$ cat config.mk
export PLATFORM = sky130hd
export DESIGN_NAME = trace_axis_packer
export DESIGN_NICKNAME = d
export VERILOG_FILES = /design/src/rtl/trace_axis_packer.sv
export SDC_FILE = /design/constraint.sdc
export NUM_CORES = 2
export LEC_CHECK = 0
export BUFFER_PORTS_ARGS = -buffer_cell sky130_fd_sc_hd__buf_2
export CAP_MARGIN = 30
export CORE_MARGIN = 5
export CORE_UTILIZATION = 45
export DETAILED_ROUTE_END_ITERATION = 10
export PLACE_DENSITY = 0.64
export SYNTH_ARGS = -nofsm -noshare
export SYNTH_HDL_FRONTEND = slang
export SYNTH_SLANG_ARGS = --single-unit
$ cat constraint.sdc
create_clock -name clk_i -period 5 [get_ports clk_i]
set_clock_uncertainty 0.05 [all_clocks]
set_input_delay 1 -clock clk_i [delete_from_list [all_inputs] [get_ports clk_i]]
set_output_delay 1 -clock clk_i [all_outputs]
set_load 0.1 [all_outputs]
$ cat src/rtl/trace_axis_packer.sv
// trace_axis_packer: packs narrow valid-yumi trace words into AXI-Stream beats
// Each beat carries {seq[15:0], cnt[7:0], pad, word slots}; partial beats end in tlast.
module trace_axis_packer #(
    parameter int in_width_p      = 80,
    parameter int axis_width_p    = 512,
    parameter int flush_timeout_p = 256,
    localparam int words_per_beat_lp = (axis_width_p - 32) / in_width_p
) (
    input  logic                    clk_i,
    input  logic                    reset_i,
    input  logic                    v_i,
    input  logic [in_width_p-1:0]   data_i,
    output logic                    yumi_o,
    input  logic                    flush_i,
    output logic                    m_axis_tvalid_o,
    output logic [axis_width_p-1:0] m_axis_tdata_o,
    output logic                    m_axis_tlast_o,
    input  logic                    m_axis_tready_i
);

    localparam int W      = words_per_beat_lp;
    localparam int BUF_W  = W * in_width_p;
    localparam int PAD_W  = axis_width_p - 24 - BUF_W;
    localparam int CNT_W  = $clog2(W + 1);
    localparam int IDLE_W = $clog2(flush_timeout_p + 1);

    logic [BUF_W-1:0]  r_buf;
    logic [CNT_W-1:0]  r_cnt;
    logic [15:0]       r_seq;
    logic [IDLE_W-1:0] r_idle;
    logic              r_flush_pend;

    logic              w_slot_free;
    logic              w_cnt_full;
    logic              w_cnt_zero;
    logic              w_timeout;
    logic              w_flush_req;
    logic              w_transfer;
    logic [31:0]       w_wr_ofs;

    assign w_slot_free = ~m_axis_tvalid_o | m_axis_tready_i;
    assign w_cnt_full  = (r_cnt == CNT_W'(W));
    assign w_cnt_zero  = (r_cnt == '0);
    // The idle count lags one cycle behind the accept, so the threshold
    // includes the current cycle to land the flush exactly timeout cycles
    // after the last accepted word.
    assign w_timeout   = ~w_cnt_zero
                       & (r_idle >= IDLE_W'(flush_timeout_p - 1));
    assign w_flush_req = flush_i | r_flush_pend | w_timeout;
    assign w_transfer  = w_slot_free
                       & (w_cnt_full | (w_flush_req & ~w_cnt_zero));
    assign yumi_o      = v_i & ~reset_i & (~w_cnt_full | w_transfer);
    assign w_wr_ofs    = 32'(r_cnt) * 32'(in_width_p);

    // Accumulator slots; a transfer clears unused slots and may start the next beat
    always_ff @(posedge clk_i) begin
        if (reset_i) begin
            r_buf <= '0;
        end else if (w_transfer) begin
            r_buf <= '0;
            if (yumi_o) r_buf[0 +: in_width_p] <= data_i;
        end else if (yumi_o) begin
            r_buf[w_wr_ofs +: in_width_p] <= data_i;
        end
    end

    // Word count and beat sequence number
    always_ff @(posedge clk_i) begin
        if (reset_i) begin
            r_cnt <= '0;
            r_seq <= '0;
        end else if (w_transfer) begin
            r_cnt <= yumi_o ? CNT_W'(1) : '0;
            r_seq <= r_seq + 16'd1;
        end else if (yumi_o) begin
            r_cnt <= r_cnt + CNT_W'(1);
        end
    end

    // Idle counter for the automatic flush, saturating at the timeout
    always_ff @(posedge clk_i) begin
        if (reset_i) begin
            r_idle <= '0;
        end else if (yumi_o | w_transfer | w_cnt_zero) begin
            r_idle <= '0;
        end else if (r_idle != IDLE_W'(flush_timeout_p)) begin
            r_idle <= r_idle + IDLE_W'(1);
        end
    end

    // Remember a flush that could not be serviced while the output was blocked
    always_ff @(posedge clk_i) begin
        if (reset_i) begin
            r_flush_pend <= 1'b0;
        end else if (w_transfer | w_cnt_zero) begin
            r_flush_pend <= 1'b0;
        end else if (flush_i) begin
            r_flush_pend <= 1'b1;
        end
    end

    // Single-entry output register, held stable while stalled
    always_ff @(posedge clk_i) begin
        if (reset_i) begin
            m_axis_tvalid_o <= 1'b0;
            m_axis_tdata_o  <= '0;
            m_axis_tlast_o  <= 1'b0;
        end else if (w_transfer) begin
            m_axis_tvalid_o <= 1'b1;
            m_axis_tdata_o  <= {r_seq, 8'(r_cnt), {PAD_W{1'b0}}, r_buf};
            m_axis_tlast_o  <= ~w_cnt_full;
        end else if (m_axis_tready_i) begin
            m_axis_tvalid_o <= 1'b0;
        end
    end

endmodule
# Word level (Yosys, flattened, before mapping)
# Cells that the tools add are included.
# totals
regBits	1010
word_cells	51
# op_classes
add_sub_neg	4
mul	1
magnitude_cmp	1
eq_ne	2
n_shift	2
mux	9
bitwise_logic	17
reduce_logical	6
# ops
op	count
bitwise mux 480 bit	1
variable shift 80 x 34 -> 480 bit (first input constant)	1
indexed part select 80 x 34 -> 480 bit	1
2-to-1 mux 80 bit	3
negator 10 -> 34 bit	1
adder 16 x 1 -> 16 bit (second input constant)	1
adder 9 x 1 -> 9 bit (second input constant)	1
greater-or-equal comparator 9 x 8 -> 1 bit (second input constant)	1
!= test 9 bit (second input constant)	1
OR 1 bit	8
multiplier 3 x 3 -> 6 bit (second input constant)	1
2-to-1 mux 3 bit	2
OR reduction 2 bit	3
AND 1 bit	5
NOT 1 bit	4
nonzero test 2 bit	2
adder 3 x 1 -> 3 bit (second input constant)	1
equality test 3 bit (second input constant)	1
logical NOT 3 bit	1
2-to-1 mux 1 bit	3

# Depth between registers and ports, before layout
# logic_depth
word_depth	12
mapped_depth	16
depth_no_buf	13

# Worst setup path before layout
# No wires, ideal clock.
# synth_path
kind	register to register
from	reg r_cnt[0]
to	reg r_buf[10]
arrival_ns	3.542
required_time_ns	4.822
path_slack_ns	1.280
path_stages_with_launch	17
n_path_buf	3
path_cell_list	dfxtp_1 ha_1 ha_1 inv_1 ha_1 clkbuf_2 nor3_2 nor3b_1 ha_1 nor2b_1 and2_0 and4_1 buf_4 buf_2 mux2_2 a22oi_1 nor2_1
# synth_via
elab_chain_cells	11
word_cells_on_any_way	20
classes_between	add/sub: 1; mul: 1; eq/ne: 1; shift: 2; mux: 4; bitwise: 9; reduce/logical: 2
# synth_rtl
item	line	source
from (decl)	28	logic [CNT_W-1:0] r_cnt;
from (signal assigned)	73	r_cnt <= yumi_o ? CNT_W'(1) : '0;
from (signal assigned)	76	r_cnt <= r_cnt + CNT_W'(1);
branches (longest 11 deep; another with negator 10 -> 34 bit)	-	
to (signal, indexed assignment)	61	if (yumi_o) r_buf[0 +: in_width_p] <= data_i;
to (signal, indexed assignment)	63	r_buf[w_wr_ofs +: in_width_p] <= data_i;
to (decl)	27	logic [BUF_W-1:0] r_buf;
# Parallel ways; which one is timed is not known. The select of a mux whose other input is x is not followed.
# A chain may end at the register's enable or synchronous reset.

# Final worst setup path
# layout_path
from	reg r_cnt[2]
to	reg r_buf[218]
# layout_via
elab_chain_cells	9
word_cells_on_any_way	17
classes_between	add/sub: 1; mul: 1; eq/ne: 1; shift: 2; mux: 1; bitwise: 9; reduce/logical: 2
# layout_rtl
item
branches (longest 9 deep; another with negator 10 -> 34 bit)
# Parallel ways; which one is timed is not known.

==> impl_metrics.py <==
metrics = {
    "global_routing": {
        "grt_usage": 0.334,
        "first_global_vias": 36900,
        "grt_start_max_net_pins": 207,
        "grt_pass1_wl_mm": 249,
        "grt-ovfl-total": 0,
        "antenna_found_initial": 30,
    },
    "run": {
        "cap_violations": 0,
    },
    "power_and_ir_drop": {
        "power.share.switching": 0.306,
        "pwr-share-seq": 0.419,
        "internal_power_mw": 13.6,
        "switching_power_mw": 6.00,
        "total_power_mw": 19.6,
        "power.share.clock": 0.399,
        "irDropWorstVdd_mv": 0.305,
        "combPwrFrac": 0.182,
        "power_leakage_nw": 19.1,
        "power_density_mw_per_mm2": 397,
    },
    "routing": {
        "drt_iter0_markers": 4560,
        "vias_per_cell": 5.81,
        "wirelength_mm": 173,
        "drc_errors": 0,
        "ant_nets": 0,
        "vias": 39300,
        "wl_per_cell_um": 25.5,
        "dr.pass1.iters": 9,
    },
    "setup_path": {
        "cp.buffers_inverters": 1,
        "cp.required_ns": 5.50,
        "critPathMostFrequentCell": "ha_1",
        "cp_max_fo": 12,
        "cp_slowest_cell": "or3_1",
        "crit_type": "register to register",
        "arrival_ns": 4.51,
        "crit_path_start_kind": "register",
        "slowest_delay_ns": 0.73,
        "crit_family": "simple AND/OR/NAND/NOR gates",
        "crit_path_cell_trace": "ha_1, ha_1, inv_1, ha_1, nor3_2, nor3b_1, ha_1, and3b_1, and2_1, nand2_1, or3_1, nor2_1, nor3_1",
        "endpoint_kind": "register",
    },
    "min_path": {
        "hold_class": "register to register",
    },
    "logic_synthesis": {
        "synth-async-reset-ratio": 0,
        "synth-seq-cells": 1010,
        "yosys_warnings": 0,
        "synthFlopType": "dfxtp_1",
        "synth_edf_count": 0,
        "synthCells": 5008,
        "yosysSeqAreaShare": 0.489,
        "syn_area_sq_mm": 0.0414,
        "yosysTopAreaCellShare": 0.489,
        "synthTopCellsByArea": "dfxtp_1 (49%), nand2_1 (11%), a21oi_1 (8.1%), mux2i_1 (5.0%), nor2_1 (4.2%)",
        "yosysTopAreaCell": "dfxtp_1",
        "syn_avg_cell_area_sq_um": 8.26,
        "yosysUniqueCellTypes": 92,
    },
    "layout": {
        "finalNetCount": 5581,
        "drive_gt1_frac": 0.196,
        "final_common_cell": "nand2_1",
        "area_growth_pct": 19.5,
        "final_cell_mix": "nand2_1 (1162), dfxtp_1 (1009), a21oi_1 (670), buf_2 (586), nor2_1 (457)",
    },
    "die": {
        "fp.dieArea_sq_mm": 0.0981,
        "core_region_area_sq_mm": 0.0914,
        "start_util": 0.452,
        "dieHeight_um": 313,
        "placementRows": 111,
        "ios": 600,
        "die_x_um": 313,
    },
    "cts": {
        "cts_resized": 0,
        "cts-hold-fix-buffers": 0,
        "htree_levels": 3,
        "cts_sinks": 1010,
        "insertion_delay_ns": 0.71,
        "cts_buffers": 102,
        "cts_setup_buffers": 0,
        "clock_path_buffers": 3,
        "ctsRootBufferMaster": "clkbuf_16",
        "cts_tree": "built",
        "clk_pin_slew_ns": 0.06,
    },
    "sta": {
        "whs_ns": 0.394,
        "setup_viol": 0,
        "tightest_slew_ns": 1.21,
        "setup_tns_ns": 0,
        "fin_crit_ns": 4.01,
        "slew_headroom": 0.193,
        "period_share": 0.802,
        "rsz0062_at_grt": "false",
        "maxClockFrequency_mhz": 249,
        "hold_viol_final": 0,
        "drv_slew": 0,
    },
    "place": {
        "place_hpwl_mm": 126,
        "gp_congestion": 0.997,
        "portBuffers": 586,
    },
    "run_status": {
        "status": "complete, no violations",
    },
}
==> cells by family (layout without fill, tap and decap cells) <==
| family | after synthesis | in the layout | synth area share |
|---|---|---|---|
| simple gates | 1949 | 1949 | 0.193 |
| compound gates | 1282 | 1282 | 0.193 |
| flops | 1010 | 1010 | 0.489 |
| buf+inv | 464 | 1008 | 0.0490 |
| mux | 256 | 256 | 0.0635 |
| xor+xnor | 32 | 32 | 0.00759 |
| fa+ha+maj | 14 | 14 | 0.00424 |
| other cells | 1 | 30 | 0.0000907 |
==> final timing paths <==
| path | from | end | slack, ns | cells after the start |
|---|---|---|---|---|
| setup / recovery | r_cnt[2] | r_buf[218] | 0.99 | 13 |
| hold reg to reg | r_buf[404] | m_axis_tdata_o[404] | 0.39 | 2 |
| setup reg to reg | r_cnt[2] | r_buf[218] | 0.99 | 13 |
| hold / removal | r_buf[404] | m_axis_tdata_o[404] | 0.39 | 2 |
==> area by class of cell <==
class                           count  area (sq um)
Timing Repair Buffer              803          4850
Antenna cell                       17          42.5
Clock inverter                     35           453
Tap cell                         1186          1480
Inverter                           19          71.3
Fill cell                        8789         42000
Multi-Input combinational cell   3546         19300
Clock buffer                      151          2990
Sequential cell                  1010         20200
==> Yosys cell counts, types with 19 or more instances <==
cell,n
o211a_1,19
a211oi_1,117
a22oi_1,55
mux2_2,49
buf_2,125
a22o_1,19
nand2_1,1162
buf_4,25
clkbuf_1,270
dfxtp_1,1010
nor3_1,109
a221oi_1,32
o22ai_1,55
a21oi_1,673
nor2_1,460
a31oi_1,33
o2bb2ai_1,49
buf_1,19
o21ai_0,112
nand3_1,116
mux2i_1,207
==> worst reg2reg max path: cells and delay by family, from the launching register on <==
family / cells / cell delay (ns)
adders and majority gates: 4 / 0.91
buffers and inverters: 1 / 0.05
DFF: 1 / 0.43
and+or+nand+nor: 8 / 2.41
==> flip-flops by register name, summed over array words and instances (netlist names) <==
register / count
m_axis_tlast_o: 1
r_idle: 9
r_buf: 480
m_axis_tdata_o: 499
r_flush_pend: 1
m_axis_tvalid_o: 1
r_seq: 16
r_cnt: 3
==> power by group through the flow <==
| stage | combinational (mW) | sequential (mW) | clock [mW] |
|---|---|---|---|
| 3_3_place_gp | 3.45 | 8.39 | 0 |
| 4_1_cts | 3.46 | 8.21 | 7.95 |
| 5_1_grt | 3.67 | 8.22 | 8.29 |
| 6_report | 3.58 | 8.22 | 7.83 |
| 3_5_place_dp | 3.45 | 8.39 | 0 |
| 2_1_floorplan | 1.79 | 8.51 | 0 |
==> layer usage <==
| layer | up-vias | share of wire | track usage | wire length [um] |
|---|---|---|---|---|
| met5 | - | 0.00052 | 0 | 89 |
| met4 | 12 | 0.062 | 0.178 | 10700 |
| met3 | 446 | 0.081 | 0.0772 | 14000 |
| met2 | 1756 | 0.45 | 0.523 | 77700 |
| met1 | 18900 | 0.41 | 0.430 | 70200 |
| li1 | 18200 | - | - | - |
==> stage by stage <==
| stage | setup slack (ns) | instances | instance area [sq um] | utilization |
|---|---|---|---|---|
| 3_5_place_dp | 1.15 | 6563 | 45900 | 0.503 |
| 3_3_place_gp | 1.22 | 6558 | 45800 | 0.502 |
| 6_report | 0.989 | 6767 | 49400 | 0.541 |
| 4_1_cts | 1.12 | 6749 | 49400 | 0.540 |
| 5_1_grt | 0.821 | 6761 | 49400 | 0.541 |
| 2_1_floorplan | 1.28 | 5020 | 41400 | - |
Note: power is estimated with default switching activity, not from simulation.
